<file path="src/rtl/power_domain_sequencer.sv">
// Power-domain sequencer for one gateable domain: idle detect, then
// isolate/save/switch-off, and on wake switch-on/restore/de-isolate.
module power_domain_sequencer #(
    parameter int IDLE_CYCLES = 16,
    parameter int ISO_SETUP   = 2,
    parameter int PSW_TIMEOUT = 64
) (
    input  logic       clk,
    input  logic       rst_n,
    input  logic       activity,
    input  logic       wake_req,
    input  logic       pwr_sw_ack,
    input  logic       err_clr,
    output logic       pwr_sw_en,
    output logic       iso_en,
    output logic       save,
    output logic       restore,
    output logic       domain_ready,
    output logic       err_flag,
    output logic [2:0] pstate
);

    localparam int IW = $clog2(IDLE_CYCLES + 1);
    localparam int SW = $clog2(ISO_SETUP + 1);
    localparam int TW = $clog2(PSW_TIMEOUT + 1);

    localparam logic [IW-1:0] IDLE_LAST = IW'(IDLE_CYCLES - 1);
    localparam logic [SW-1:0] ISO_LAST  = SW'(ISO_SETUP - 1);
    localparam logic [TW-1:0] TO_LAST   = TW'(PSW_TIMEOUT - 1);

    typedef enum logic [2:0] {
        ST_ON      = 3'd0,
        ST_ISO     = 3'd1,
        ST_SAVE    = 3'd2,
        ST_OFF_REQ = 3'd3,
        ST_OFF     = 3'd4,
        ST_ON_REQ  = 3'd5,
        ST_RESTORE = 3'd6,
        ST_DEISO   = 3'd7
    } state_t;

    state_t          state;
    state_t          state_next;
    logic [IW-1:0]   idle_cnt;
    logic [SW-1:0]   iso_cnt;
    logic [TW-1:0]   to_cnt;
    logic            wake_pend;
    logic            wake_any;
    logic            idle_done;
    logic            timeout;

    assign wake_any  = activity | wake_req;
    assign idle_done = (state == ST_ON) && !wake_any && (idle_cnt == IDLE_LAST);
    // A timeout only counts while the ack still disagrees with the switch command.
    assign timeout   = (to_cnt == TO_LAST) &&
                       (((state == ST_OFF_REQ) && pwr_sw_ack) ||
                        ((state == ST_ON_REQ) && !pwr_sw_ack));

    always_ff @(posedge clk or negedge rst_n) begin
        if (!rst_n) begin
            state <= ST_ON;
        end else begin
            state <= state_next;
        end
    end

    always_comb begin
        state_next = state;
        case (state)
            ST_ON:      if (idle_done) state_next = ST_ISO;
            ST_ISO: begin
                if (wake_any)                  state_next = ST_DEISO;
                else if (iso_cnt == ISO_LAST)  state_next = ST_SAVE;
            end
            ST_SAVE:    state_next = ST_OFF_REQ;
            ST_OFF_REQ: begin
                if (!pwr_sw_ack)   state_next = ST_OFF;
                else if (timeout)  state_next = ST_ON_REQ;
            end
            ST_OFF:     if (wake_any || wake_pend) state_next = ST_ON_REQ;
            ST_ON_REQ:  if (pwr_sw_ack) state_next = ST_RESTORE;
            ST_RESTORE: state_next = ST_DEISO;
            ST_DEISO:   state_next = ST_ON;
            default:    state_next = ST_ON;
        endcase
    end

    always_comb begin
        pwr_sw_en    = 1'b1;
        iso_en       = 1'b1;
        save         = 1'b0;
        restore      = 1'b0;
        domain_ready = 1'b0;
        case (state)
            ST_ON: begin
                iso_en       = 1'b0;
                domain_ready = 1'b1;
            end
            ST_SAVE:            save      = 1'b1;
            ST_OFF_REQ, ST_OFF: pwr_sw_en = 1'b0;
            ST_RESTORE:         restore   = 1'b1;
            default:            ;
        endcase
    end

    assign pstate = state;

    // Counters restart on every state change, so each wait starts from zero.
    always_ff @(posedge clk or negedge rst_n) begin
        if (!rst_n) begin
            idle_cnt <= '0;
            iso_cnt  <= '0;
            to_cnt   <= '0;
        end else begin
            if ((state == ST_ON) && !wake_any && !idle_done) begin
                idle_cnt <= idle_cnt + IW'(1);
            end else begin
                idle_cnt <= '0;
            end

            if ((state == ST_ISO) && (state_next == ST_ISO)) begin
                iso_cnt <= iso_cnt + SW'(1);
            end else begin
                iso_cnt <= '0;
            end

            if ((state_next == state) && !timeout &&
                ((state == ST_OFF_REQ) || (state == ST_ON_REQ))) begin
                to_cnt <= to_cnt + TW'(1);
            end else begin
                to_cnt <= '0;
            end
        end
    end

    // A wake arriving too late to abort is remembered and honoured once OFF is reached.
    always_ff @(posedge clk or negedge rst_n) begin
        if (!rst_n) begin
            wake_pend <= 1'b0;
            err_flag  <= 1'b0;
        end else begin
            if (state_next == ST_ON_REQ) begin
                wake_pend <= 1'b0;
            end else if (((state == ST_SAVE) || (state == ST_OFF_REQ)) && wake_any) begin
                wake_pend <= 1'b1;
            end

            if (timeout) begin
                err_flag <= 1'b1;
            end else if (err_clr) begin
                err_flag <= 1'b0;
            end
        end
    end

endmodule

</file>
<file path="config.mk">
export PLATFORM = sky130hd
export DESIGN_NAME = power_domain_sequencer
export DESIGN_NICKNAME = d
export VERILOG_FILES = /design/src/rtl/power_domain_sequencer.sv
export SDC_FILE = /design/constraint.sdc
export NUM_CORES = 1
export LEC_CHECK = 0
export ABC_CLOCK_PERIOD_IN_PS = 2400
export CELL_PAD_IN_SITES_DETAIL_PLACEMENT = 2
export CELL_PAD_IN_SITES_GLOBAL_PLACEMENT = 2
export CORE_MARGIN = 2
export CORE_UTILIZATION = 33
export CTS_CLUSTER_DIAMETER = 40
export CTS_CLUSTER_SIZE = 20
export DETAILED_ROUTE_END_ITERATION = 7
export PLACE_DENSITY = 0.78
export SETUP_SLACK_MARGIN = 0.15
export SLEW_MARGIN = 20
export SYNTH_ARGS = -nofsm -noshare
export SYNTH_HDL_FRONTEND = slang
export SYNTH_SLANG_ARGS = --single-unit
</file>
<file path="constraint.sdc">
create_clock -name clk -period 2.4 [get_ports clk]
set_clock_uncertainty 0.2 [all_clocks]
set_input_delay 0.24 -clock clk [delete_from_list [all_inputs] [get_ports clk]]
set_output_delay 0.24 -clock clk [all_outputs]
set_load 0.05 [all_outputs]
</file>
After elaboration in Yosys (flattened, before gate mapping)
Index checks and enable logic that the tools add are counted.
{ "op_classes": {"addsub": 3, "n_mux": 20, "eq_ne": 13, "bitwise_logic": 1, "n_reduce_logical": 22} }
{ "op_table": {"columns": ["operator", "count"], "rows": [
  ["$pmux W3 S8", 1],
  ["$mux W3", 7],
  ["$eq A3 B3 Y1 const B", 5],
  ["$logic_and A1 B1 Y1", 10],
  ["$mux W1", 9],
  ["$add A7 B1 Y7 const B", 1],
  ["$eq A7 B6 Y1 const B", 1],
  ["$mux W7", 1],
  ["$eq A3 B1 Y1 const B", 2],
  ["$eq A3 B2 Y1 const B", 2],
  ["$add A5 B1 Y5 const B", 1],
  ["$eq A5 B4 Y1 const B", 1],
  ["$mux W5", 1],
  ["$logic_not A1 Y1", 4],
  ["$logic_or A1 B1 Y1", 4],
  ["$reduce_bool A2 Y1", 2],
  ["$eq A3 B3 Y1", 1],
  ["$logic_not A3 Y1", 1],
  ["$add A2 B1 Y2 const B", 1],
  ["$eq A2 B1 Y1 const B", 1],
  ["$mux W2", 1],
  ["$reduce_or A2 Y1", 1],
  ["$or A1 B1 Y1", 1]
]} }
{ "totals": {"out_inout_bits": 9, "wordCells": 65, "regBits": 19} }

Depth between registers and ports, before layout
{ "logic_depth": {"word_depth": 11, "ltp_mapped": 7} }

Worst setup path before layout
Ideal clock, no wire load.
{ "synth_path": {"kind": "register -> register", "startpoint": "register state[1], in the netlist pstate[1]", "endpoint": "register idle_cnt[2]", "t_arrival_ns": 2.641, "setup_ns": 0.072, "n_path_buf": 1, "slack_ns": -0.513, "required_ns": 2.128, "stages_incl_launch_ff": 6, "cell_sequence": "dfrtp_1 > clkbuf_1 > nor3_2 > inv_1 > or3_1 > nor2_1"} }
{ "synth_between": {"elab_chain_len": 6} }
{ "synth_rtl": {"columns": ["element", "line_no", "text"], "rows": [
  ["start: declaration", "42", "state_t state;"],
  ["start signal: assignment", "63", "state <= state_next;"],
  ["$logic_not A3 Y1 *", "53, 115", null],
  ["$logic_and A1 B1 Y1 *", "53, 115", null],
  ["$logic_and A1 B1 Y1", "53", "assign idle_done = (state == ST_ON) && !wake_any && (idle_cnt == IDLE_LAST);"],
  ["$logic_not A1 Y1", "115", "if ((state == ST_ON) && !wake_any && !idle_done) begin"],
  ["$logic_and A1 B1 Y1 *", "115", null],
  ["$mux W5 *", "115", null],
  ["end signal: assignment", "116", "idle_cnt <= idle_cnt + IW'(1);"],
  ["end: declaration", "44", "logic [IW-1:0] idle_cnt;"]
]} }
Mark *: on every way between the ends. The rest lies on a longest branch, timed or not.
A chain may end at the register's enable or synchronous reset.

Final worst setup path
{ "layout_path": {"startpoint": "register state[0], in the netlist pstate[0]", "endpoint": "output port pstate[0]"} }
{ "layout_lines": {"columns": ["element", "line_no", "text"], "rows": [
  ["end: declaration", "20", "output logic [2:0] pstate"]
]} }
No word-level cell between the ends.

==> metrics.txt <==
status=finished, violations left; failing checks=DRC; Pins Over Slew Limit=0; Setup Buffers After CTS=0; die footprint=3460 µm²; DR DRC count=1; via count=roughly 790; # IOs=15; sw frac=roughly 47%; multi-input logic area=492 µm²; Clock power frac=around an eighth; most common flop cell mapped by yosys=dfrtp_1; critical path arrival=1.72 ns; min cycle time layout=2.16 ns; Fill cells=302; Distinct cells, synth=36; Synth Register Bits=19; final instance area=1230 µm²; global route total overflow=0; Port Buffers=14; f_max=462 MHz; initial core utilization=35.3%; Sequential Power Share=33.3%; # hold bufs at CTS=0; crit share post-route=90.2%; area growth from synthesis to layout=23.7%; Pleak=0.520 nW; CTS tree=yes; Overall Global Routing Usage=15.8%; Syn Nets=108; Hold Path Class=in2async; CORE AREA=2810 µm²; Iteration-0 DRC Markers=36; first-pass GRT wire length=4150 µm; CTS Root Cell=clkbuf_4; Cell Area, Placed=1200 µm²; layout cell share with drive strength beyond 1=approximately a fifth; Seq. cell area=478 µm²; crit path max fanout=13; CTS Sinks=19; H-tree Lvls=1; Design Power=1.31 mW; Max Cap Viol=0; Post-Synthesis Cell Area=991 µm²; # diodes=0; pwr dens=1070 nW/µm²; die width=58.8 µm; Core Rows=19; Reg clk slew, reported paths=0.11 ns; Final Wtd Congestion=0.744; DP HPWL=1770 µm; final wirelength=2290 µm; DR pass1 iterations=5; RSZ-0062 raised after global routing=false; Gate power share=54.4%; required time worst endpoint=1.96 ns; peak supply drop=about 0.31 mV; Yosys warnings=0; Int Power=699 µW; cts bufs inserted=3; Worst-Margin Slew=about 0.51 ns; fraction of registers with async set/reset=100%; Die Ht=58.8 µm; largest net degree at the start of global routing=20; Mapped Cells=98; CP startpoint kind=register; Fin. Hold Viols=0; critical path capture point type=primary output; vias in the first global route=slightly below 900; Clock Tree Buf Depth=2; Rel. slew slack=66.1%; Final setup viols=0; drt wl/cell=15.5 µm; Total Nets Final=128; vias per cell=5.36; Skew-Pair Late Insertion Delay=0.29 ns; antenna violations before repair=0; post-synthesis sequential area ratio=48.0%; ANT nets after route=0; Setup CP Type=reg2out; NetSw=612 µW; syn_area_per_cell=10.1 µm²; Post-synth EDFFs=0
## per-stage QoR
stage	TNS (ns)	hold WS, ns	cells	setup slack (ns)	util (%)
after floorplan	-0.671	-0.256	98	-0.134	-
after global placement	0	0.243	144	0.413	42.7
after detailed placement	0	0.259	144	0.344	42.7
after CTS	0	0.0781	148	0.204	43.6
after global routing	0	0.0798	148	0.164	43.7
final	0	0.0716	148	0.236	43.7
## worst paths after layout
| check | startpoint | end | slack, ns | cells after the start |
|---|---|---|---|---|
| worst max-delay path | pstate[0] | pstate[0] | 0.24 | 2 |
| worst min-delay path | rst_n | to_cnt[0] | 0.07 | 2 |
| worst max register to register | to_cnt[0] | iso_cnt[0] | 0.40 | 6 |
| worst min register to register | to_cnt[0] | to_cnt[0] | 0.27 | 1 |
| max in group asynchronous | rst_n | pstate[1] | 1.71 | 2 |
| min in group clk | to_cnt[0] | to_cnt[0] | 0.27 | 1 |
## worst max-delay path, stage by stage (launching register included)
cell and delay (ns):
dfrtp_1 0.40, buf_4 0.21, clkdlybuf4s50_1 0.82
## power by group through the flow
stage               Sequential (mW)  Clock [mW]  Combinational [mW]
floorplan                     0.508           0               0.445
global placement              0.441           0               0.714
detailed placement            0.443           0               0.730
CTS                           0.436       0.168               0.727
global route                  0.447       0.185               0.774
finish                        0.437       0.161               0.713
## flip-flops by register name, summed over array words and instances (netlist names)
signal,count
iso_cnt,2
to_cnt,7
idle_cnt,5
wake_pend,1
err_flag,1
pstate,3
## logic make-up after synthesis
logic type | after synthesis | share of synthesized area [%]
flops | 19 | 48.0
compound gates | 13 | 8.84
xor+xnor | 6 | 5.30
simple gates | 45 | 27.9
fa+ha+maj | 4 | 5.05
mux | 1 | 1.01
buf+inv | 10 | 3.91
## layout make-up
type	instances	area share [%]
multi-input cells	69	40.1
flip-flops and latches	19	39.0
repair buffers	18	13.2
well taps	31	3.16
inverters	7	2.45
clock buffers	4	2.14
## cells in the mapped netlist, drive strengths merged, types with 4 or more instances
| cell type | number | area (µm²) |
|---|---|---|
| ha | 4 | 50.1 |
| nand3 | 5 | 30.0 |
| nor2b | 6 | 37.5 |
| inv | 7 | 26.3 |
| a21oi | 4 | 20.0 |
| dfrtp | 19 | 475 |
| nor2 | 13 | 48.8 |
## routing by layer
layer | vias up | GRT usage, % | part of all wire (%)
li1 | 376 | - | -
met1 | 406 | 20.0 | 45
met2 | 10 | 27.3 | 51
met3 | 2 | 2.86 | 3.4
met4 | 0 | 4.87 | 0.83
met5 | - | 0 | 0
## layout by cell type (no fill, tap or decap), drive strengths merged, types with 2 or more instances in the layout
cell type      count
clkbuf             4
a21oi              4
ha                 4
dfrtp             19
o21ai              2
xnor2              3
inv                6
buf                8
nor2b              6
nor4b              2
or3                3
nand3              5
nor3               2
xor2               3
nor3b              2
and3               3
clkdlybuf4s50      8
nand2b             3
nor2              13
## what timing repair did
item | CTS | global route
endpoints found under the hold margin | 0 | 0
endpoints found under the setup margin | 1 | 1
gates resized for setup | 1 | 1
pin swaps | 0 | 0
No activity file was read; power rests on OpenSTA's default activity.
